$ cat config.mk
export PLATFORM = sky130hd
export DESIGN_NAME = uart_tx_sched
export DESIGN_NICKNAME = d
export VERILOG_FILES = /design/src/rtl/uart_pkg.sv /design/src/rtl/sync_fifo.sv /design/src/rtl/uart_tx_sched.sv
export SDC_FILE = /design/constraint.sdc
export NUM_CORES = 1
export LEC_CHECK = 0
export CORE_MARGIN = 2
export CORE_UTILIZATION = 45
export CTS_BUF_LIST = sky130_fd_sc_hd__clkbuf_4 sky130_fd_sc_hd__clkbuf_8
export CTS_CLUSTER_SIZE = 12
export DETAILED_ROUTE_END_ITERATION = 10
export SYNTH_ARGS = -nofsm -noshare
export SYNTH_HDL_FRONTEND = slang
export SYNTH_SLANG_ARGS = --single-unit
$ cat constraint.sdc
create_clock -name clk -period 6.6 [get_ports clk]
set_input_delay 0.99 -clock clk [delete_from_list [all_inputs] [get_ports clk]]
set_output_delay 0.99 -clock clk [all_outputs]
set_load 0.03 [all_outputs]
$ cat src/rtl/uart_pkg.sv
// uart_pkg: shared types and default constants for the UART transmit path.
//   state_e            - scheduler states (IDLE / SEND / WAIT)
//   CLKS_PER_BIT_50MHZ - clk cycles per bit at 115200 baud from 50 MHz
//   UART_FRAME_BITS    - start + 8 data + stop
package uart_pkg;

  typedef enum logic [1:0] {
    IDLE = 2'd0,
    SEND = 2'd1,
    WAIT = 2'd2
  } state_e;

  localparam int unsigned CLKS_PER_BIT_50MHZ = 434;
  localparam int unsigned UART_FRAME_BITS    = 10;

endpackage

$ cat src/rtl/sync_fifo.sv
// sync_fifo: single-clock DEPTH x WIDTH FIFO with registered occupancy.
// Ports:
//   clk, reset            - clock, async active-low reset
//   i_push, i_push_data   - enqueue (ignored when full or flushing)
//   i_pop                 - dequeue (ignored when empty or flushing)
//   o_head                - entry at the read pointer
//   i_flush               - discard all entries
//   o_level, o_full, o_empty - occupancy; full/empty decode o_level
module sync_fifo #(
  parameter int unsigned DEPTH = 16,
  parameter int unsigned WIDTH = 8
) (
  input  logic                     clk,
  input  logic                     reset,
  input  logic                     i_push,
  input  logic [WIDTH-1:0]         i_push_data,
  input  logic                     i_pop,
  output logic [WIDTH-1:0]         o_head,
  input  logic                     i_flush,
  output logic [$clog2(DEPTH):0]   o_level,
  output logic                     o_full,
  output logic                     o_empty
);

  localparam int unsigned AW = $clog2(DEPTH);
  localparam int unsigned LW = AW + 1;

  logic [WIDTH-1:0] r_mem [DEPTH];
  logic [AW-1:0]    r_wr_ptr;
  logic [AW-1:0]    r_rd_ptr;
  logic [LW-1:0]    r_level;
  logic             w_push;
  logic             w_pop;

  // A push while full is dropped even if a pop happens on the same edge.
  assign w_push  = i_push && !i_flush && !o_full;
  assign w_pop   = i_pop  && !i_flush && !o_empty;

  assign o_full  = (r_level == LW'(DEPTH));
  assign o_empty = (r_level == '0);
  assign o_level = r_level;
  assign o_head  = r_mem[r_rd_ptr];

  // Pointers and occupancy; pointers wrap naturally at DEPTH.
  always_ff @(posedge clk or negedge reset) begin
    if (!reset) begin
      r_wr_ptr <= '0;
      r_rd_ptr <= '0;
      r_level  <= '0;
    end else if (i_flush) begin
      r_wr_ptr <= '0;
      r_rd_ptr <= '0;
      r_level  <= '0;
    end else begin
      if (w_push) r_wr_ptr <= r_wr_ptr + AW'(1);
      if (w_pop)  r_rd_ptr <= r_rd_ptr + AW'(1);
      if (w_push && !w_pop) begin
        r_level <= r_level + LW'(1);
      end else if (w_pop && !w_push) begin
        r_level <= r_level - LW'(1);
      end
    end
  end

  // Storage array; contents are don't-care until written.
  always_ff @(posedge clk) begin
    if (w_push) r_mem[r_wr_ptr] <= i_push_data;
  end

endmodule

$ cat src/rtl/uart_tx_sched.sv
// uart_tx_sched: buffers CPU byte writes and paces them onto the UART
// transmitter with one-cycle tx_en pulses exactly one frame period apart.
// Ports:
//   clk, reset        - 50 MHz system clock, async active-low reset
//   wr_en, wr_data    - byte write from the memory-mapped data register
//   flush             - drop queued bytes, clear overflow
//   tx_en, tx_data    - start pulse and byte to the UART (registered)
//   busy              - scheduler active or bytes queued
//   full, level       - FIFO occupancy
//   overflow          - sticky: a write was dropped because FIFO was full
module uart_tx_sched
  import uart_pkg::*;
#(
  parameter int unsigned DEPTH        = 16,
  parameter int unsigned CLKS_PER_BIT = CLKS_PER_BIT_50MHZ,
  parameter int unsigned FRAME_BITS   = UART_FRAME_BITS,
  parameter int unsigned GAP_CLKS     = 0
) (
  input  logic                   clk,
  input  logic                   reset,
  input  logic                   wr_en,
  input  logic [7:0]             wr_data,
  input  logic                   flush,
  output logic                   tx_en,
  output logic [7:0]             tx_data,
  output logic                   busy,
  output logic                   full,
  output logic [$clog2(DEPTH):0] level,
  output logic                   overflow
);

  localparam int unsigned P    = FRAME_BITS * CLKS_PER_BIT + GAP_CLKS;
  localparam int unsigned CW   = $clog2(P);
  // SEND takes one cycle and the zero-count WAIT cycle another.
  localparam logic [CW-1:0] LOAD = CW'(P - 2);

  state_e                 r_state;
  logic [CW-1:0]          r_cnt;
  logic                   r_tx_en;
  logic [7:0]             r_tx_data;
  logic                   r_overflow;

  logic                   w_push;
  logic                   w_pop;
  logic                   w_full;
  logic                   w_empty;
  logic [7:0]             w_head;
  logic [$clog2(DEPTH):0] w_level;

  assign w_push = wr_en && !w_full && !flush;
  // A flush suppresses any pop so no further pulse follows it.
  assign w_pop  = ((r_state == IDLE) || (r_state == WAIT && r_cnt == '0))
                  && !w_empty && !flush;

  sync_fifo #(
    .DEPTH (DEPTH),
    .WIDTH (8)
  ) u_fifo (
    .clk         (clk),
    .reset       (reset),
    .i_push      (w_push),
    .i_push_data (wr_data),
    .i_pop       (w_pop),
    .o_head      (w_head),
    .i_flush     (flush),
    .o_level     (w_level),
    .o_full      (w_full),
    .o_empty     (w_empty)
  );

  // Scheduler FSM and period counter; tx_en/tx_data registered here.
  always_ff @(posedge clk or negedge reset) begin
    if (!reset) begin
      r_state   <= IDLE;
      r_cnt     <= '0;
      r_tx_en   <= 1'b0;
      r_tx_data <= 8'h00;
    end else begin
      r_tx_en <= 1'b0;
      case (r_state)
        IDLE: begin
          if (w_pop) begin
            r_tx_data <= w_head;
            r_tx_en   <= 1'b1;
            r_state   <= SEND;
          end
        end
        SEND: begin
          r_cnt   <= LOAD;
          r_state <= WAIT;
        end
        WAIT: begin
          if (r_cnt != '0) begin
            r_cnt <= r_cnt - CW'(1);
          end else if (w_pop) begin
            r_tx_data <= w_head;
            r_tx_en   <= 1'b1;
            r_state   <= SEND;
          end else begin
            r_state <= IDLE;
          end
        end
        default: r_state <= IDLE;
      endcase
    end
  end

  // Sticky drop flag; flush wins over a same-cycle dropped write.
  always_ff @(posedge clk or negedge reset) begin
    if (!reset) begin
      r_overflow <= 1'b0;
    end else if (flush) begin
      r_overflow <= 1'b0;
    end else if (wr_en && w_full) begin
      r_overflow <= 1'b1;
    end
  end

  assign tx_en    = r_tx_en;
  assign tx_data  = r_tx_data;
  assign overflow = r_overflow;
  assign level    = w_level;
  assign full     = w_full;
  assign busy     = (r_state != IDLE) || (w_level != '0);

endmodule

-- Word-level counts from Yosys, hierarchy flattened
Memory sizes are Yosys's and may differ from the RTL's.
Cells that the tools add are included.
- muxes and demuxes: 23
- magnitude comparators: 0
- reductions and logical operators: 34
- bitwise operators: 0
- multipliers: 0
- shift operators: 0
- add/subtract/negate cells: 5
- equal/unequal tests: 6
- div/mod/pow operators: 0
- operators with widths (cell ; number):
    $pmux W13 S2 ; 1
    $mux W4 ; 4
    $mux W8 ; 2
    $pmux W8 S2 ; 1
    $mux W5 ; 3
    $logic_not A13 Y1 ; 1
    $mux W13 ; 1
    $reduce_bool A13 Y1 ; 1
    $sub A13 B1 Y13 const B ; 1
    $logic_and A1 B1 Y1 ; 12
    $reduce_bool A2 Y1 ; 6
    $add A4 B1 Y4 const B ; 2
    $mux W1 ; 7
    $pmux W2 S3 ; 1
    $reduce_and A2 Y1 ; 3
    $add A5 B1 Y5 const B ; 1
    $eq A5 B5 Y1 const B ; 1
    $logic_not A1 Y1 ; 5
    $logic_not A5 Y1 ; 1
    $reduce_bool A5 Y1 ; 1
    $sub A5 B1 Y5 const B ; 1
    $mux W2 ; 2
    $ne A2 B1 Y1 const B ; 2
    $reduce_bool A3 Y1 ; 1
    other kinds (6) ; 7
- latch bits: 0
- word-level logic and storage cells: 77
- input bits: 12
- register bits: 38
- output and inout port bits: 17
- memories kept: 1
- ROM bits: 0
- RAM bits: 128
- memory list (memory ; words ; bits a word ; read ports ; clocked after memory_dff ; wr ports ; RTL line ; RTL):
    u_fifo.r_mem ; 16 ; 8 ; 1 ; 0 ; 1 ; sync_fifo.sv:28 ; logic [WIDTH-1:0] r_mem [DEPTH];

-- Longest topological paths before layout
Gate-level depths: netlist (run 1).
- word-level depth: 11
- depth in mapped cells: 12
- depth with buffers taken out: 12

-- Modules after synthesis
Synthesis (run 1) repeated with hierarchy kept, for this count alone.
- cell total of the unflattened synthesis: 477
- area total of the unflattened synthesis: 7221.9 um^2
- by module, submodules not included (module ; seq. area each (um^2) ; cells each ; area an instance (um^2) ; instances):
    sync_fifo ; 4169.0 ; 343 ; 5839.4 ; 1
    uart_tx_sched ; 625.6 ; 134 ; 1382.6 ; 1

-- Worst setup path before layout (run 1)
No wires, ideal clock.
- path type: register -> register
- start: reg r_cnt[0]
- end: reg u_fifo.r_level[4] (netlist: u_fifo.o_level[4])
- stages on the path, launching flop included: 13
- data required time: 6.519 ns
- clock period less this slack: 3.003 ns
- setup time: 0.081 ns
- data arrival time: 2.922 ns
- path buffers: 0
- slack: 3.597 ns
- cells stage by stage: dfrtp_1 > inv_1 > ha_1 > or4b_1 > o31ai_4 > nand2_1 > nand2_1 > ha_1 > a21oi_1 > nand2_1 > or4_1 > and3_1 > nor3_2
- longest elaborated chain between the ends: 11
- elaborated cells between the ends (all ways): 13
- those cells by class: 2 x mux; 11 x reduce/logical
- RTL lines (element ; RTL line ; RTL):
    start: declaration ; uart_tx_sched.sv:38 ; logic [CW-1:0] r_cnt;
    start signal: assignment ; uart_tx_sched.sv:94 ; r_cnt <= r_cnt - CW'(1);
    $logic_not A13 Y1 * ; uart_tx_sched.sv:52 ; assign w_pop = ((r_state == IDLE) || (r_state == WAIT && r_cnt == '0))
    $logic_and A1 B1 Y1 * ; uart_tx_sched.sv:52 ;
    $logic_or A1 B1 Y1 * ; uart_tx_sched.sv:52 ;
    $logic_and A1 B1 Y1 * (2 in a row) ; uart_tx_sched.sv:53 ; && !w_empty && !flush;
    $logic_and A1 B1 Y1 * (2 in a row) ; sync_fifo.sv:37 ; assign w_pop = i_pop && !i_flush && !o_empty;
    $logic_not A1 Y1 ; sync_fifo.sv:57 ; if (w_push && !w_pop) begin
    $logic_and A1 B1 Y1 ; sync_fifo.sv:57 ;
    $mux W5 ; sync_fifo.sv:57 ;
    $mux W5 ; sync_fifo.sv:50 ; end else if (i_flush) begin
    end signal: assignment ; sync_fifo.sv:58 ; r_level <= r_level + LW'(1);
    end signal: assignment ; sync_fifo.sv:60 ; r_level <= r_level - LW'(1);
    end: declaration ; sync_fifo.sv:31 ; logic [LW-1:0] r_level;
Mark *: on every way between the ends. The rest lies on a longest branch, timed or not.
A chain may end at the register's enable or synchronous reset.

-- Worst setup path after layout (run 1)
- start: reg u_fifo.r_level[0] (netlist: u_fifo.o_level[0])
- end: out busy
- longest elaborated chain between the ends: 2
- RTL lines (element ; RTL line ; RTL):
    $reduce_bool A5 Y1 ; uart_tx_sched.sv:124 ; assign busy = (r_state != IDLE) || (w_level != '0);
    $logic_or A1 B1 Y1 ; uart_tx_sched.sv:124 ;
    end: declaration ; uart_tx_sched.sv:26 ; output logic busy,
Every way passes these cells.

==> results.py, run 1 <==
metrics = {
    "sta": {
        "min_period_ns": 3.56,
        "slew_headroom": 0.419,
        "setup_viol": 0,
        "tightest_slew_ns": 0.866,
        "hold_violations": 0,
        "finClkSkew_ns": 0.0146,
        "tns_ns": 0,
        "drv_slew": 0,
        "fmax_ghz": 0.281,
        "timing.hold.ws_ns": 0.488,
        "period_share": 0.540,
        "grt_setup_unrepaired": "false",
    },
    "route": {
        "ant_nets": 0,
        "drtIter0Drc": 286,
        "dr.pass1.iters": 4,
        "routed.top_layer": "met4",
        "wl_per_cell_um": 20.4,
        "wl_met3_um": 460,
        "viasPerCell": 5.65,
        "routed_wl_mm": 13.3,
        "drc": 0,
        "wl_met2_mm": 6.38,
        "drt-met1-wl_mm": 6.31,
        "vias": 3674,
    },
    "clock_tree": {
        "cts_tree": "yes",
        "htreeDepth": 4,
        "cts_sinks": 166,
        "hold_buffers": 0,
        "numCtsBuffers": 17,
        "path_clk_slew_ns": 0.09,
        "worst_skew_pair.late_latency_ns": 0.45,
        "cts_resized": 0,
        "cts_setup_buffers": 0,
        "clock-root-buffer": "clkbuf_8",
        "clk_path_buf_depth": 2,
    },
    "worst_hold_path": {
        "min_from": "tx_data[0]",
        "hold_end": "tx_data[0]",
        "hold_path_class": "register to register",
        "hold_depth": 2,
    },
    "layout": {
        "postLayoutCoreUtil": 0.515,
        "nets": 473,
        "antennaDiodeCount": 0,
        "layout-drive-gt1-share": 0.171,
        "num-fill-cells": 1264,
        "syn_to_final_growth_pct": 11.8,
    },
    "power": {
        "max-vdd-ir-drop_mv": 0.156,
        "power_frac_comb": 0.297,
        "p_leak_nw": 2.63,
        "p_switching_uw": 940,
        "power.share.clock": 0.242,
        "swShare": 0.332,
        "p_seq_frac": 0.460,
        "p_per_area_nw_per_um2": 363,
        "p_int_mw": 1.89,
    },
    "synthesis": {
        "synth_edf_count": 128,
        "avgSynthCellArea_um2": 16.7,
        "synth_xor_area_frac": 0.0189,
        "syn-num-nets": 441,
        "yosys-top-cells-count": "128 x edfxtp_1, 38 x dfrtp_1, 32 x mux4_2",
        "synth.distinct_cells": 51,
        "synthArstFlopShare": 0.229,
        "mappedNetlistArea_um2": 6970,
        "synth_largest_area_cell": "edfxtp_1",
        "yosys.area_share.simple": 0.0831,
        "synth_top_area_frac": 0.552,
        "post-synth-top-count-cell": "edfxtp_1",
        "yosys-mux-area-fraction": 0.106,
        "synthAdderAreaFrac": 0.0226,
        "ys_seq_elements": 166,
        "seq_area_frac_synth": 0.688,
        "netlist_top_cells_area": "edfxtp_1 55%, dfrtp_1 14%, mux4_2 10%",
        "ys_warn_count": 0,
        "synth-compound-area-share": 0.0645,
        "synth_top_family_by_area": "multiplexers",
        "syn_inst": 417,
        "dominantRegCellSynth": "edfxtp_1",
    },
    "die": {
        "core_um2": 15100,
        "ios": 29,
        "die_y_um": 128,
        "die_w_um": 128,
        "initial_utilization": 0.460,
        "rows": 45,
        "die_area_um2": 16500,
    },
    "worst_setup_path": {
        "setup.worst_path.start": "u_fifo.o_level[0]",
        "startpoint_type": "register",
        "worstPathArrival_ns": 2.57,
        "crit_type": "register to output port",
        "crit_path_end_kind": "output port",
        "crit_fanout": 7,
        "r2r_slack_ns": 3.30,
        "r2r-start": "r_cnt[0]",
        "cp_cell_sequence": "or4_1 -> or4_1 -> clkdlybuf4s50_1",
        "crit_required_ns": 5.61,
        "rr_endpoint": "u_fifo.o_level[4]",
        "crit_top_cell": "or4_1",
        "cp_top_family": "simple AND/OR/NAND/NOR gates",
        "worst_path_max_delay_cell": "or4_1",
        "critPathBufInv": 1,
        "r2r_cells": 12,
        "slowest_delay_ns": 0.63,
    },
    "grt": {
        "overflow": 0,
        "grt_pass1_wl_mm": 20.9,
        "grt_pass1_vias": 3737,
        "grt_antenna_before_repair": 0,
        "grt_max_degree": 39,
        "grt_use_total": 0.174,
    },
    "placed_design": {
        "dpl.hpwl_mm": 8.42,
        "io_buffers": 28,
        "gp_congestion": 0.744,
    },
    "run_status": {
        "outcome": "complete, no violations",
    },
    "flow_run": {
        "drv_cap": 0,
    },
}
## how the worst max path moves through the flow
stage	slack, ns	cells after the start	end
2_1_floorplan	3.60	12	u_fifo.o_level[4]
3_3_place_gp	3.03	9	u_fifo.o_level[4]
3_5_place_dp	2.96	9	u_fifo.o_level[4]
4_1_cts	2.99	3	busy
5_1_grt	2.95	3	busy
6_report	3.04	3	busy
## registers in the layout, summed over array words and instances (netlist names)
| signal | flops |
|---|---|
| r_state | 2 |
| overflow | 1 |
| u_fifo.o_level | 5 |
| tx_data | 8 |
| r_cnt | 13 |
| u_fifo.r_wr_ptr | 4 |
| tx_en | 1 |
| u_fifo.r_rd_ptr | 4 |
| u_fifo.r_mem | 128 |
## layer usage
metal | track usage | vias up
met3 | 0.0449 | 8
met5 | 0 | -
met4 | 0.0575 | 0
met2 | 0.266 | 70
met1 | 0.247 | 1884
li1 | - | 1712
## power groups by stage
stage          logic, mW  clock network (mW)  registers (mW)
2_1_floorplan      0.543                   0            1.38
3_3_place_gp       0.842                   0            1.32
3_5_place_dp       0.849                   0            1.33
4_1_cts            0.852               0.705            1.30
5_1_grt            0.924               0.747            1.32
6_report           0.842               0.686            1.30
## cells by family (layout without fill, tap and decap cells)
kind of cell	Yosys count	after routing
DFF	166	166
and+or+nand+nor	101	101
AOI/OAI and AO/OA	62	62
muxes	34	34
buffers and inverters	27	72
xor gates and xnor gates	15	15
adders and majority gates	12	12
## through the flow
stage	power (mW)	setup slack [ns]	instance area, um^2	instances
floorplan	1.92	3.60	6970	417
global placement	2.16	3.03	7420	618
detailed placement	2.18	2.96	7420	618
CTS	2.86	2.99	7790	650
global route	2.99	2.95	7790	650
finish	2.83	3.04	7790	650
## tightest hold or removal path, cell delays in order (launching register included)
cell     delay (ns)
dfrtp_1        0.35
nand2_1        0.05
o21ai_0        0.06
## final cells by class
cell class | count | area [um^2] | area share
flip-flops and latches | 166 | 4800 | 0.615
clock inverters | 13 | 124 | 0.0159
multi-input cells | 224 | 2060 | 0.264
inverters | 9 | 33.8 | 0.00433
clock buffers | 19 | 249 | 0.0319
well taps | 188 | 235 | 0.0302
repair buffers | 31 | 298 | 0.0382
## cell usage in the layout, fill, tap and decap left out, types with 4 or more instances in the layout
master	instances
mux4_2	32
and2_1	13
o21ai_0	17
inv_1	9
nor3_1	8
nand2_1	22
ha_1	11
nand3_1	11
a221oi_1	8
edfxtp_1	128
and3_1	7
or3_1	4
xnor2_1	5
nor2_1	15
a21oi_1	13
or4_1	4
clkdlybuf4s50_1	27
clkbuf_8	17
xor2_1	10
a22o_1	8
dfrtp_1	37
Note: power is estimated with default switching activity, not from simulation.
==> run 2, diff against run 1 <==
==> constraint.sdc (replaced) <==
create_clock -name clk -period 3.4 [get_ports clk]
set_input_delay 0.51 -clock clk [delete_from_list [all_inputs] [get_ports clk]]
set_output_delay 0.51 -clock clk [all_outputs]
set_load 0.03 [all_outputs]
==> run 2 against run 1 <==
  * Die area stayed put
  * Register-to-register slack worse by 3.0 ns
  * Flip-flop and latch count stayed put
  * Count of clock-buffer cells in the layout is 1 lower
  * Critical path type is now register to register
  * Largest power group unchanged
  * Final cell count is 0.46% higher
==> results.py, run 2 (synthesis gave the netlist of run 1 again) <==
metrics = {
    "layout": {
        "final_common_cell": "edfxtp_1",
        "layout-drive-gt1-share": 0.181,
        "largest_reg_flops": 128,
        "postLayoutCoreUtil": 0.518,
        "antennaDiodeCount": 0,
        "regArea_um2": 4800,
        "mostFrequentLayoutCells": "128 x edfxtp_1, 37 x dfrtp_1, 32 x mux4_2, 27 x clkdlybuf4s50_1, 21 x nand2_1",
        "top_register": "u_fifo.r_mem",
        "syn_to_final_growth_pct": 12.5,
        "num-fill-cells": 1226,
        "multi_input_area_um2": 2060,
        "nets": 477,
    },
    "route": {
        "viasPerCell": 5.62,
        "drt-met1-wl_mm": 6.46,
        "wl_met3_um": 379,
        "wl_met2_mm": 6.57,
        "drc": 0,
        "vias": 3673,
        "routed_wl_mm": 13.5,
        "wl_per_cell_um": 20.7,
        "dr.pass1.iters": 4,
        "ant_nets": 0,
        "drtIter0Drc": 394,
        "routed.top_layer": "met4",
    },
    "clock_tree": {
        "path_clk_slew_ns": 0.08,
        "cts_sinks": 166,
        "worst_skew_pair.late_latency_ns": 0.45,
        "htreeDepth": 4,
        "cts_setup_buffers": 0,
        "numCtsBuffers": 17,
        "clock-root-buffer": "clkbuf_8",
        "cts_tree": "yes",
        "clk_path_buf_depth": 2,
    },
    "worst_setup_path": {
        "crit_required_ns": 3.77,
        "crit_type": "register to register",
        "startpoint_type": "register",
        "slowest_delay_ns": 0.55,
        "worst_path_max_delay_cell": "or4b_1",
        "crit_path_end_kind": "register",
        "cp_cell_sequence": "inv_1 -> ha_1 -> or4b_1 -> o31ai_4 -> nand2_1 -> nand2_2 -> ha_1 -> a21oi_1 -> nand2_1 -> or4_1 -> and3_1 -> nor3_2",
        "crit_fanout": 5,
        "worstPathArrival_ns": 3.50,
    },
    "grt": {
        "grt_max_degree": 39,
        "grt_pass1_wl_mm": 21.5,
        "grt_antenna_before_repair": 0,
        "grt_use_total": 0.179,
        "overflow": 0,
        "grt_pass1_vias": 3776,
    },
    "worst_hold_path": {
        "hold_path_class": "primary input to asynchronous set/reset pin",
    },
    "die": {
        "ios": 29,
        "die_area_um2": 16500,
        "rows": 45,
        "initial_utilization": 0.460,
        "die_y_um": 128,
        "core_um2": 15100,
        "die_w_um": 128,
    },
    "sta": {
        "hold_violations": 0,
        "timing.hold.ws_ns": 0.166,
        "drv_slew": 0,
        "slew_headroom": 0.317,
        "fmax_ghz": 0.319,
        "finClkSkew_ns": 0.00961,
        "setup_viol": 0,
        "min_period_ns": 3.13,
        "grt_setup_unrepaired": "false",
        "tns_ns": 0,
        "period_share": 0.922,
        "tightest_slew_ns": 1.02,
    },
    "flow_run": {
        "drv_cap": 0,
    },
    "placed_design": {
        "gp_congestion": 0.771,
        "io_buffers": 28,
        "dpl.hpwl_mm": 8.85,
    },
    "power": {
        "p_leak_nw": 2.64,
        "max-vdd-ir-drop_mv": 0.329,
        "p_total_mw": 5.58,
        "p_per_area_nw_per_um2": 711,
    },
    "run_status": {
        "outcome": "complete, no violations",
    },
}
[run 2: cell types whose count changed in the layout (fill, tap and decap cells not counted)]
cell | before | now
nand2_2 | 0 | 1
clkinv_2 | 3 | 0
clkinv_1 | 1 | 0
buf_4 | 3 | 7
clkinv_4 | 2 | 1
nand2_1 | 22 | 21
clkinvlp_4 | 2 | 6
inv_8 | 3 | 0
bufinv_16 | 1 | 2
clkbuf_4 | 2 | 1
inv_6 | 1 | 4
[run 2: worst paths after layout]
check	cells past startpoint	slack (ns)	start	end
max in group asynchronous	1	2.66	reset	u_fifo.r_rd_ptr[0]
max reg2reg	12	0.27	r_cnt[0]	u_fifo.o_level[4]
min	1	0.17	reset	tx_data[1]
max	12	0.27	r_cnt[0]	u_fifo.o_level[4]
min reg2reg	2	0.48	tx_data[7]	tx_data[7]
min in group clk	2	0.48	tx_data[7]	tx_data[7]
[run 2: per-stage QoR]
step                worst slack, ns  area [um^2]  cells
floorplan                     0.397         6970    417
global placement              0.291         7450    622
detailed placement            0.244         7450    622
CTS                           0.203         7840    653
global route                 0.0435         7840    653
finish                        0.266         7840    653
[run 2: cell type report]
cell class | instances | share of cell area
Timing Repair Buffer | 35 | 0.0418
Tap cell | 188 | 0.0300
Sequential cell | 166 | 0.611
Clock buffer | 18 | 0.0308
Clock inverter | 13 | 0.0190
Inverter | 9 | 0.00431
Multi-Input combinational cell | 224 | 0.263
[run 2: critical path, delay by kind of cell, from the launching register on]
family / cells / cell delay (ns)
buf+inv: 1 / 0.11
fa+ha+maj: 2 / 0.44
compound gates: 2 / 0.39
simple gates: 7 / 1.71
flops: 1 / 0.42
[run 2: routing by layer]
layer | vias to the layer above | global-route usage
met4 | 0 | 0.0504
met2 | 50 | 0.280
met3 | 5 | 0.0424
met5 | - | 0
met1 | 1901 | 0.253
li1 | 1717 | -
[run 2: report_power, final]
part	leakage (nW)	internal [mW]	switching [mW]
registers	1.63	2.35	0.158
clock network	0.178	0.665	0.724
logic	0.835	0.732	0.948
total	2.64	3.75	1.83
[run 2: timing repair]
item	in CTS	in global routing
hold buffers	0	0
setup endpoints to repair	0	1
resized for setup	0	1
==> run 3, diff against run 2 <==
--- a/config.mk
+++ b/config.mk
@@ -5,11 +5,12 @@
 export SDC_FILE = /design/constraint.sdc
 export NUM_CORES = 1
 export LEC_CHECK = 0
-export CORE_MARGIN = 2
+export CORE_MARGIN = 10
 export CORE_UTILIZATION = 45
 export CTS_BUF_LIST = sky130_fd_sc_hd__clkbuf_4 sky130_fd_sc_hd__clkbuf_8
 export CTS_CLUSTER_SIZE = 12
 export DETAILED_ROUTE_END_ITERATION = 10
+export SLEW_MARGIN = 20
 export SYNTH_ARGS = -nofsm -noshare
 export SYNTH_HDL_FRONTEND = slang
 export SYNTH_SLANG_ARGS = --single-unit
==> run 3 against run 2 <==
  * Die area increased by 26%
  * Clock skew increased by 0.0022 ns
  * Flip-flop and latch count unchanged
  * Largest power group unchanged
  * Critical endpoint unchanged
  * Wire length increased by 1.7%
  * Non-clock buffer count unchanged
  * Largest cell class unchanged
  * Global-route usage decreased by 3.8 points
==> results.py, run 3 (synthesis gave the netlist of run 1 again) <==
metrics = {
    "grt": {
        "overflow": 0,
        "grt_use_total": 0.141,
        "grt_pass1_wl_mm": 21.8,
        "grt_max_degree": 39,
        "grt_antenna_before_repair": 0,
        "grt_pass1_vias": 3850,
    },
    "worst_setup_path": {
        "crit_fanout": 5,
        "slowest_delay_ns": 0.51,
        "crit_required_ns": 3.77,
        "r2r_slack_ns": 0.33,
        "startpoint_type": "register",
        "worstPathArrival_ns": 3.44,
        "crit_type": "register to register",
        "r2r-start": "r_cnt[0]",
        "r2r_cells": 12,
        "crit_path_end_kind": "register",
        "crit_path_end": "u_fifo.o_level[4]",
        "rr_endpoint": "u_fifo.o_level[4]",
        "cp_cell_sequence": "inv_1 -> ha_1 -> or4b_4 -> o31ai_4 -> nand2_1 -> nand2_2 -> ha_1 -> a21oi_1 -> nand2_1 -> or4_1 -> and3_1 -> nor3_2",
        "setup.worst_path.start": "r_cnt[0]",
        "worst_path_max_delay_cell": "or4b_4",
    },
    "clock_tree": {
        "htreeDepth": 4,
        "clk_path_buf_depth": 2,
        "path_clk_slew_ns": 0.08,
        "worst_skew_pair.late_latency_ns": 0.45,
        "numCtsBuffers": 17,
        "clock-root-buffer": "clkbuf_8",
        "cts_sinks": 166,
        "cts_tree": "yes",
    },
    "worst_hold_path": {
        "hold_path_class": "primary input to asynchronous set/reset pin",
    },
    "sta": {
        "slew_headroom": 0.296,
        "hold_violations": 0,
        "fmax_ghz": 0.326,
        "tns_ns": 0,
        "min_period_ns": 3.07,
        "setup_viol": 0,
        "drv_slew": 0,
        "period_share": 0.903,
        "finClkSkew_ns": 0.0118,
        "grt_setup_unrepaired": "false",
        "tightest_slew_ns": 1.05,
    },
    "run_status": {
        "outcome": "complete, no violations",
    },
    "placed_design": {
        "place_area_um2": 7460,
        "io_buffers": 28,
        "gp_congestion": 0.796,
        "dpl.hpwl_mm": 8.89,
    },
    "layout": {
        "mostFrequentLayoutCells": "128 x edfxtp_1, 37 x dfrtp_1, 32 x mux4_2, 27 x clkdlybuf4s50_1, 21 x nand2_1",
        "syn_to_final_growth_pct": 13.2,
        "layout-drive-gt1-share": 0.181,
        "design_area_um2": 7890,
        "multi_input_area_um2": 2060,
        "top_register": "u_fifo.r_mem",
        "final_common_cell": "edfxtp_1",
        "num-fill-cells": 1261,
        "largest_reg_flops": 128,
        "antennaDiodeCount": 0,
        "regArea_um2": 4800,
        "nets": 477,
    },
    "power": {
        "max-vdd-ir-drop_mv": 0.315,
        "p_leak_nw": 2.66,
        "p_per_area_nw_per_um2": 721,
    },
    "die": {
        "ios": 29,
        "die_area_um2": 20900,
        "die_w_um": 144,
        "core_um2": 15200,
        "die_y_um": 144,
        "rows": 45,
        "initial_utilization": 0.458,
    },
    "route": {
        "vias": 3687,
        "drtIter0Drc": 235,
        "viasPerCell": 5.65,
        "ant_nets": 0,
        "wl_per_cell_um": 21.0,
        "routed_wl_mm": 13.7,
        "drc": 0,
        "dr.pass1.iters": 5,
    },
    "flow_run": {
        "drv_cap": 0,
    },
}
run 3: cell count changes in the layout (fill, tap and decap cells not counted):
| cell | previous run | this run |
|---|---|---|
| buf_12 | 0 | 1 |
| buf_4 | 7 | 6 |
| bufinv_16 | 2 | 4 |
| clkbuf_4 | 1 | 0 |
| clkinv_1 | 0 | 1 |
| clkinv_2 | 0 | 3 |
| clkinvlp_4 | 6 | 5 |
| inv_6 | 4 | 0 |
| or4b_1 | 1 | 0 |
| or4b_4 | 0 | 1 |
run 3: per-layer routing:
metal  global-route usage  routed length [um]
met1                0.192                6220
met2                0.213                6500
met3               0.0390                 931
met4               0.0479                  91
met5                    0                   0
run 3: stage by stage:
stage               total power [mW]  hold slack (ns)  utilization  cells  setup WS (ns)
finish                          5.69            0.171        0.519    653          0.328
detailed placement              4.26            0.470        0.491    622          0.212
floorplan                       3.72            0.214            -    417          0.397
CTS                             5.74            0.184        0.519    653          0.185
global route                    6.03            0.216        0.519    653         0.0806
global placement                4.24            0.461        0.491    622          0.296
run 3: where the power goes:
group          total [mW]  internal, mW  switching (mW)
clock                1.49         0.788           0.704
combinational        1.66         0.742           0.920
sequential           2.53          2.35           0.183
total                5.69          3.88            1.81
run 3: critical path, delay by kind of cell (launching register included):
| kind | cells | cell delay (ns) |
|---|---|---|
| flops | 1 | 0.41 |
| simple gates | 7 | 1.67 |
| fa+ha+maj | 2 | 0.45 |
| compound gates | 2 | 0.36 |
| buf+inv | 1 | 0.11 |
run 3: worst min-delay path by stage:
stage,slack [ns],end,startpoint
floorplan,0.21,overflow,reset
global placement,0.46,tx_data[0],tx_data[0]
detailed placement,0.47,tx_data[1],tx_data[1]
CTS,0.18,u_fifo.o_level[1],reset
global route,0.22,u_fifo.r_rd_ptr[2],reset
finish,0.17,r_cnt[7],reset
run 3: layout make-up:
class                           instances  area share
Timing Repair Buffer                   35      0.0431
Tap cell                              188      0.0298
Multi-Input combinational cell        224       0.262
Clock inverter                         14      0.0235
Sequential cell                       166       0.608
Inverter                                9     0.00428
Clock buffer                           17      0.0297
run 3: what timing repair did:
| action | CTS | global route |
|---|---|---|
| setup endpoints to repair | 0 | 1 |
| resized for setup | 0 | 2 |
| buffers inserted | 0 | 0 |
| hold buffers | 0 | 0 |
